==> src/rtl/bnn_inference_sequencer.sv <==
// Sequences one BNN inference per accepted request: arm, run under a watchdog,
// capture the class, clear the image buffer and BNN, then return to idle.
module bnn_inference_sequencer #(
  parameter int unsigned TIMEOUT_CYCLES = 4096,
  parameter int unsigned CNT_W          = 16
) (
  input  logic       clk,
  input  logic       rst_n,
  input  logic       start_req,
  input  logic       abort,
  input  logic       buffer_full,
  input  logic       bnn_ready_for_input,
  input  logic       bnn_result_ready,
  input  logic [3:0] bnn_result,
  input  logic       clear_done,
  output logic       bnn_enable,
  output logic       clear_req,
  output logic       result_valid,
  output logic [3:0] result_out,
  output logic       busy,
  output logic       error,
  output logic [2:0] state_code,
  output logic [7:0] infer_count
);

  localparam int unsigned CLS_W   = 4;
  localparam int unsigned ICNT_W  = 8;
  localparam logic [CNT_W-1:0] WD_LAST = CNT_W'(TIMEOUT_CYCLES - 1);

  typedef enum logic [2:0] {
    S_IDLE    = 3'd0,
    S_ARM     = 3'd1,
    S_RUN     = 3'd2,
    S_CAPTURE = 3'd3,
    S_CLEAR   = 3'd4,
    S_FAULT   = 3'd5
  } state_e;

  state_e              state_q, state_d;
  logic [CNT_W-1:0]    wd_q, wd_d;
  logic [CLS_W-1:0]    hold_q, hold_d;
  logic [CLS_W-1:0]    result_out_q, result_out_d;
  logic                result_valid_q, result_valid_d;
  logic [ICNT_W-1:0]   infer_count_q, infer_count_d;
  logic                error_q, error_d;
  logic                bnn_enable_q, bnn_enable_d;
  logic                clear_req_q, clear_req_d;
  logic                busy_q, busy_d;
  logic                wd_expired;
  logic                in_clear_phase;

  assign wd_expired     = (wd_q == WD_LAST);
  assign in_clear_phase = (state_q == S_CLEAR) || (state_q == S_FAULT);

  // State and output registers
  always_ff @(posedge clk or negedge rst_n) begin
    if (!rst_n) begin
      state_q        <= S_IDLE;
      wd_q           <= '0;
      hold_q         <= '0;
      result_out_q   <= '0;
      result_valid_q <= 1'b0;
      infer_count_q  <= '0;
      error_q        <= 1'b0;
      bnn_enable_q   <= 1'b0;
      clear_req_q    <= 1'b0;
      busy_q         <= 1'b0;
    end else begin
      state_q        <= state_d;
      wd_q           <= wd_d;
      hold_q         <= hold_d;
      result_out_q   <= result_out_d;
      result_valid_q <= result_valid_d;
      infer_count_q  <= infer_count_d;
      error_q        <= error_d;
      bnn_enable_q   <= bnn_enable_d;
      clear_req_q    <= clear_req_d;
      busy_q         <= busy_d;
    end
  end

  // Next-state and next-output logic
  always_comb begin
    state_d        = state_q;
    hold_d         = hold_q;
    result_out_d   = result_out_q;
    result_valid_d = result_valid_q;
    infer_count_d  = infer_count_q;
    error_d        = error_q;

    unique case (state_q)
      S_IDLE: begin
        if (start_req && buffer_full && bnn_ready_for_input) begin
          state_d        = S_ARM;
          error_d        = 1'b0;
          result_valid_d = 1'b0;
        end
      end
      S_ARM: begin
        state_d = abort ? S_FAULT : S_RUN;
      end
      S_RUN: begin
        // abort beats a same-cycle result; a result beats a same-cycle timeout
        if (abort) begin
          state_d = S_FAULT;
        end else if (bnn_result_ready) begin
          state_d = S_CAPTURE;
          hold_d  = bnn_result;
        end else if (wd_expired) begin
          state_d = S_FAULT;
        end
      end
      S_CAPTURE: begin
        if (abort) begin
          state_d = S_FAULT;
        end else begin
          state_d        = S_CLEAR;
          result_out_d   = hold_q;
          result_valid_d = 1'b1;
          infer_count_d  = infer_count_q + ICNT_W'(1);
        end
      end
      S_CLEAR: begin
        if (clear_done) begin
          state_d = S_IDLE;
        end else if (wd_expired) begin
          state_d = S_FAULT;
        end
      end
      S_FAULT: begin
        if (clear_done) begin
          state_d = S_IDLE;
        end
      end
      default: begin
        state_d = S_IDLE;
      end
    endcase

    if (state_d == S_FAULT) begin
      error_d = 1'b1;
    end

    // Watchdog runs only in RUN and CLEAR; ARM and CAPTURE leave it at zero for the next phase
    wd_d = ((state_q == S_RUN) || (state_q == S_CLEAR)) ? wd_q + CNT_W'(1) : '0;

    bnn_enable_d = (state_d == S_ARM) || (state_d == S_RUN);
    busy_d       = (state_d != S_IDLE);
    // clear_req rises the cycle after CLEAR/FAULT entry and drops once clear_done is seen
    clear_req_d  = in_clear_phase && (state_d != S_IDLE);
  end

  assign bnn_enable   = bnn_enable_q;
  assign clear_req    = clear_req_q;
  assign result_valid = result_valid_q;
  assign result_out   = result_out_q;
  assign busy         = busy_q;
  assign error        = error_q;
  assign state_code   = state_q;
  assign infer_count  = infer_count_q;

endmodule

==> config.mk <==
export PLATFORM = sky130hd
export DESIGN_NAME = bnn_inference_sequencer
export DESIGN_NICKNAME = d
export VERILOG_FILES = /design/src/rtl/bnn_inference_sequencer.sv
export SDC_FILE = /design/constraint.sdc
export NUM_CORES = 1
export LEC_CHECK = 0
export CAP_MARGIN = 25
export CORE_MARGIN = 5
export CORE_UTILIZATION = 55
export DETAILED_ROUTE_END_ITERATION = 10
export GPL_ROUTABILITY_DRIVEN = 0
export PLACE_DENSITY = 0.84
export SLEW_MARGIN = 20
export SYNTH_ARGS = -nofsm -noshare
export SYNTH_HDL_FRONTEND = slang
export SYNTH_SLANG_ARGS = --single-unit
==> constraint.sdc <==
create_clock -name clk -period 2.4 [get_ports clk]
set_input_delay 0.24 -clock clk [delete_from_list [all_inputs] [get_ports clk]]
set_output_delay 0.24 -clock clk [all_outputs]
set_load 0.01 [all_outputs]
# Yosys cells after proc, flatten, opt, wreduce, memory -nomap -nowiden
# Index checks and enable logic that the tools add are counted.
[totals] word_cells=54 register_bits=40
[op_classes] n_eq_ne=11 muxes=15 reduce_logical=15 n_bitwise=1 n_addsub=2
[op_table] cell="$mux 3" n=7
[op_table] cell="$pmux 3 s6" n=1
[op_table] cell="$add 16x1->16 const B" n=1
[op_table] cell="$eq 16x12->1 const B" n=1
[op_table] cell="$mux 16" n=1
[op_table] cell="$eq 3x2->1 const B" n=3
[op_table] cell="$eq 3x3->1 const B" n=3
[op_table] cell="$add 8x1->8 const B" n=1
[op_table] cell="$eq 3x1->1 const B" n=2
[op_table] cell="$reduce_and 3->1" n=2
[op_table] cell="$reduce_bool 2->1" n=3
[op_table] cell="$mux 1" n=5
[op_table] cell="$ne 2x2->1 const B" n=2
[op_table] cell="$reduce_and 2->1" n=2
[op_table] cell="$logic_and 1x1->1" n=3
[op_table] cell="$logic_not 3->1" n=1
[op_table] cell="$logic_or 1x1->1" n=3
[op_table] cell="$reduce_bool 3->1" n=1
[op_table] cell="$pmux 1 s2" n=1
[op_table] cell="$not 1->1" n=1

# Longest topological paths before layout
[depth] depth_word=8 depth_mapped=6

# Worst setup path after synthesis
# OpenSTA, ideal clock, no wires.
[synth_timing] path_type="reg2reg" startpoint="register wd_q[13]" endpoint="register bnn_enable_q, in the netlist bnn_enable" period_less_slack_ns=1.625 slack_ns=0.775 t_arrival_ns=1.538 t_required_ns=2.313 stages_incl_launch_ff=5 setup_ns=0.087 cell_sequence="dfrtp_1 > or4_4 > o21bai_1 > o2111a_1 > a211oi_2"
[synth_between] elab_chain_cells=7 word_cells_on_any_way=9 classes_between="3 x eq/ne; 5 x mux; 1 x reduce/logical"
[synth_lines] element="start, declared" line_no="40" source="logic [CNT_W-1:0] wd_q, wd_d;"
[synth_lines] element="start signal, assigned" line_no="70" source="wd_q <= wd_d;"
[synth_lines] element="$eq 16x12->1 *" line_no="52" source="assign wd_expired = (wd_q == WD_LAST);"
[synth_lines] element="$mux 3 *" line_no="109, 126"
[synth_lines] element="$mux 3" line_no="106" source="end else if (bnn_result_ready) begin"
[synth_lines] element="$mux 3" line_no="104" source="if (abort) begin"
[synth_lines] element="$pmux 3 s6 *" line_no="91" source="unique case (state_q)"
[synth_lines] element="$eq 3x1->1 or $eq 3x2->1 (tied branches)" line_no="147" source="bnn_enable_d = (state_d == S_ARM) || (state_d == S_RUN);"
[synth_lines] element="$logic_or 1x1->1 *" line_no="147"
[synth_lines] element="via bnn_enable_d" line_no="46" source="logic bnn_enable_q, bnn_enable_d;"
[synth_lines] element="end signal, assigned" line_no="76" source="bnn_enable_q <= bnn_enable_d;"
[synth_lines] element="end, declared" line_no="46"
# Mark *: on every way through the listed nets, which the timed path passes. The rest lies on a longest branch.
# A chain may end at the register's enable or synchronous reset.

# Final worst setup path
[layout_timing] startpoint="register state_q[1], in the netlist state_code[1]" endpoint="output state_code[1]"
[layout_rtl] element="start, declared" line_no="39" source="state_e state_q, state_d;"
[layout_rtl] element="start signal, assigned" line_no="69" source="state_q <= state_d;"
[layout_rtl] element="end, declared" line_no="22" source="output logic [2:0] state_code,"
# No word-level cell between the ends.

==> results.md <==
- Port Buffers: 31
- Total power density per cell area: 851 nW/µm²
- Max incr delay on CP: 0.61 ns
- Worst ir drop on vdd: 0.539 mV
- Clock network fraction of total power: a little under a fifth
- Layout Skew: roughly 0.0081 ns
- Setup violations, final: 0
- Effective utilization at floorplan: a little under three fifths
- GRT met2 Usage: a little under 30%
- Resize count post-CTS: 0
- Layout overhead on the synthesized area: 22.5%
- Number of distinct library cells after synthesis: 37
- Post-synthesis sequential element count: 40
- Overall via count from detail_route: 1307
- Number of global-route vias before repair: approximately 1300
- Placed cell area: 2170 µm²
- CP Cell Sequence: clkdlybuf4s50_1
- H-tree depth reported by CTS: 2
- Die height: around 68 µm
- Post-detailed-route DRC marker count: 0
- Fraction of power spent switching nets: 32.7%
- Grt peak-use layer: met2
- Post-placement setup slack: 0.570 ns
- Filler cell count in the final layout: 237
- Placeable core area: 3280 µm²
- Number of enable-type register cells in the synthesized netlist: 0
- Number of antenna violations at the first check in global routing: 0
- Clock transition at the registers of the reported paths: around 0.12 ns
- Final setup TNS: 0 ns
- Number of cells in the finished layout apart from fillers: about 240
- Met3 track demand over resource in global routing: slightly above 4%
- Aggregate global routing overflow: 0
- Capturing element type of the critical path: output port
- Primary flip-flop cell chosen by synthesis mapping: dfrtp_1
- Largest net degree at the start of global routing: 41
- Sequential area share after synthesis: ~55%
- Launching element type of the critical path: flop
- Wire length of the first global-routing pass: 5780 µm
- Final HPWL DP: between 2000 and 3000 µm
- Die area: about 4600 µm²
- Max-slew headroom at the worst pin: between 40% and 50%
- Max-cap viol count: 0
- Number of antenna repair diodes: 0
- Net switching power of the design: 621 µW
- Largest fanout of any net on the critical path: 12
- Number of optimization iterations in the first detailed-route pass: 4
- Worst hold path type: in2async
- Max-slew violation count: 0
- Total leakage power: roughly 0.96 nW
- Fin crit period: about 1.8 ns
- Fmax: about 560 MHz
- Post-route worst setup slack: 0.620 ns
- Crit path DAT: 1.54 ns
- Failing checks: hold timing
- Endpoint of the lowest-slack register-to-register path: bnn_enable
- Cell depth of the worst setup path: 1
- Clock latency on the worst-skew pair: 0.35 ns
- CP max stage cell: clkdlybuf4s50_1
- Die extent in x: 67.6 µm
- Drt initial violations: 88
- Cts bufs inserted: 5
- Slew at the pin with the worst max-slew slack: 0.844 ns
- Depth of the worst register-to-register path: 5
- Outcome: finished with violations
- Final core utilization: 68.1%
- RSZ-0062 raised after global routing: no
- Met1 capacity usage during global routing: 20.9%
- FP Rows: 21
- Number of cells in the design after placement: 231
- Number of antenna-violating nets in the routed design: 0
- Count of final hold-check violations: 40
- Routed via count divided by cell count: between 5 and 6
- Combined buffer and inverter count along the critical path: 1
- Routed Wire Length: 3560 µm
- Setup repair bufs after CTS: 0
- Worst hold slack: -0.0151 ns
- Syn Inst Count: 159
- Sequential Area: 1000 µm²
- Power Internal: around 1.3 mW
- CTS tree: done
- Layout cell share with drive strength beyond 1: 14.0%
- Worst Setup SP: state_code[1]
- Number of hold buffers added after cts: 0
- Total nets after synthesis: 173
- Count of clock tree sinks: 40
- Endpoint required time on the critical path: 2.16 ns
- Async set-reset flop share out of synthesis: 100%
- Routed length per instance: 14.9 µm
- Fraction of power consumed by combinational cells: 32.3%
- Per-instance average area after synthesis: 11.5 µm²
- Global-route usage over all layers: 17.3%
- Total number of nets in the final design: just over 200
- Clock tree buffer depth: 2
- Cell at the root of the clock tree: clkbuf_4
- Share of the clock period used by the worst path after layout: 74.2%
- Multi-input gate area: 777 µm²
- Capture point of the worst path: state_code[1]
- Origin of the critical flop-to-flop path: wd_q[0]
- Total I/O pin count: 32
- Total non-filler cell area in the finished layout: 2240 µm²
- Ys Warns: 0
- Fraction of power consumed by sequential logic: between 40% and 50%
- Critical setup path kind: reg2out
- R2R Setup Slk: 0.65 ns
- Post-Synthesis Cell Area: between 1500 and 2000 µm²
- Top Family by Delay on Critical Path: buffers and inverters
-- metrics by stage --
step | total power, mW | hold WS, ns
final | 1.90 | -0.0151
after global placement | 1.53 | 0.371
after CTS | 1.92 | 0.00877
after global routing | 2.01 | 0.0589
after floorplan | 1.29 | -0.0556
after detailed placement | 1.57 | 0.402
-- registers in the layout, indices dropped and copies added, names as in the netlist --
name          cells
bnn_enable        1
state_code        3
clear_req         1
busy              1
result_valid      1
wd_q             16
result_out        4
error             1
infer_count       8
hold_q            4
-- layer usage --
metal / vias to the layer above / routed length (µm)
li1: 629 / -
met1: 629 / 1510
met2: 44 / 1780
met3: 5 / 218
met4: 0 / 48
met5: - / 0
-- synth_stat cells, drive strengths merged (3+ instances only) --
cell type | count | area (µm²)
or3 | 5 | 31.3
nand2 | 5 | 18.8
xor2 | 7 | 61.3
nor4 | 3 | 18.8
xnor2 | 12 | 105
nor3 | 4 | 20.0
inv | 6 | 22.5
nor2 | 16 | 60.1
buf | 4 | 20.0
dfrtp | 40 | 1000
nand3 | 5 | 25.0
nand4 | 7 | 50.1
a21oi | 3 | 15.0
mux2 | 9 | 101
o21ai | 5 | 25.0
-- worst min-delay path by stage --
stage | endpoint | slack, ns | start
after floorplan | bnn_enable | -0.06 | rst_n
after global placement | wd_q[10] | 0.37 | rst_n
after detailed placement | wd_q[15] | 0.40 | rst_n
after CTS | state_code[0] | 0.009 | rst_n
after global routing | state_code[0] | 0.06 | rst_n
final | state_code[0] | -0.02 | rst_n
-- final cells by class --
class	count	area share, %
Sequential cell	40	44.8
Multi-Input combinational cell	106	34.8
Inverter	7	1.18
Tap cell	46	2.57
Clock inverter	2	0.448
Clock buffer	6	2.29
Timing Repair Buffer	32	14.0
-- power by group through the flow --
| stage | clock (mW) | sequential [mW] | combinational (mW) |
|---|---|---|---|
| finish | 0.356 | 0.932 | 0.615 |
| global route | 0.390 | 0.953 | 0.666 |
| CTS | 0.364 | 0.933 | 0.621 |
| detailed placement | 0 | 0.945 | 0.620 |
| global placement | 0 | 0.934 | 0.593 |
| floorplan | 0 | 0.923 | 0.364 |
-- cell families (layout without fill, tap and decap cells) --
family | count (synthesis) | in the layout | share of synthesized area (%)
AND/OR/NAND/NOR | 58 | 58 | 18.0
flip-flops | 40 | 40 | 54.8
XOR/XNOR | 19 | 19 | 9.12
AO/OA/AOI/OAI | 18 | 18 | 8.22
buffers and inverters | 13 | 47 | 2.95
multiplexers | 9 | 9 | 5.55
adder cells (fa/ha/maj) | 2 | 2 | 1.37
-- cell usage in the layout (no fill, tap or decap), types with 2 or more instances in the layout --
cell type | Yosys | final
nor3b_1 | 2 | 2
mux2_2 | 9 | 9
or3_1 | 5 | 5
nor2b_1 | 2 | 2
clkinv_2 | 0 | 2
and4_1 | 2 | 2
xnor2_1 | 12 | 12
o21bai_1 | 2 | 2
ha_1 | 2 | 2
nor2_1 | 16 | 16
dfrtp_1 | 40 | 40
inv_1 | 6 | 6
clkdlybuf4s50_1 | 0 | 30
clkbuf_4 | 0 | 5
nand2_1 | 5 | 5
nor4_1 | 3 | 3
nand4b_1 | 2 | 2
xor2_1 | 7 | 7
a21oi_1 | 3 | 3
o21ai_0 | 5 | 5
nand4_1 | 6 | 6
nor3_1 | 4 | 4
nand3_1 | 5 | 5
(Power assumes the default switching activity.)
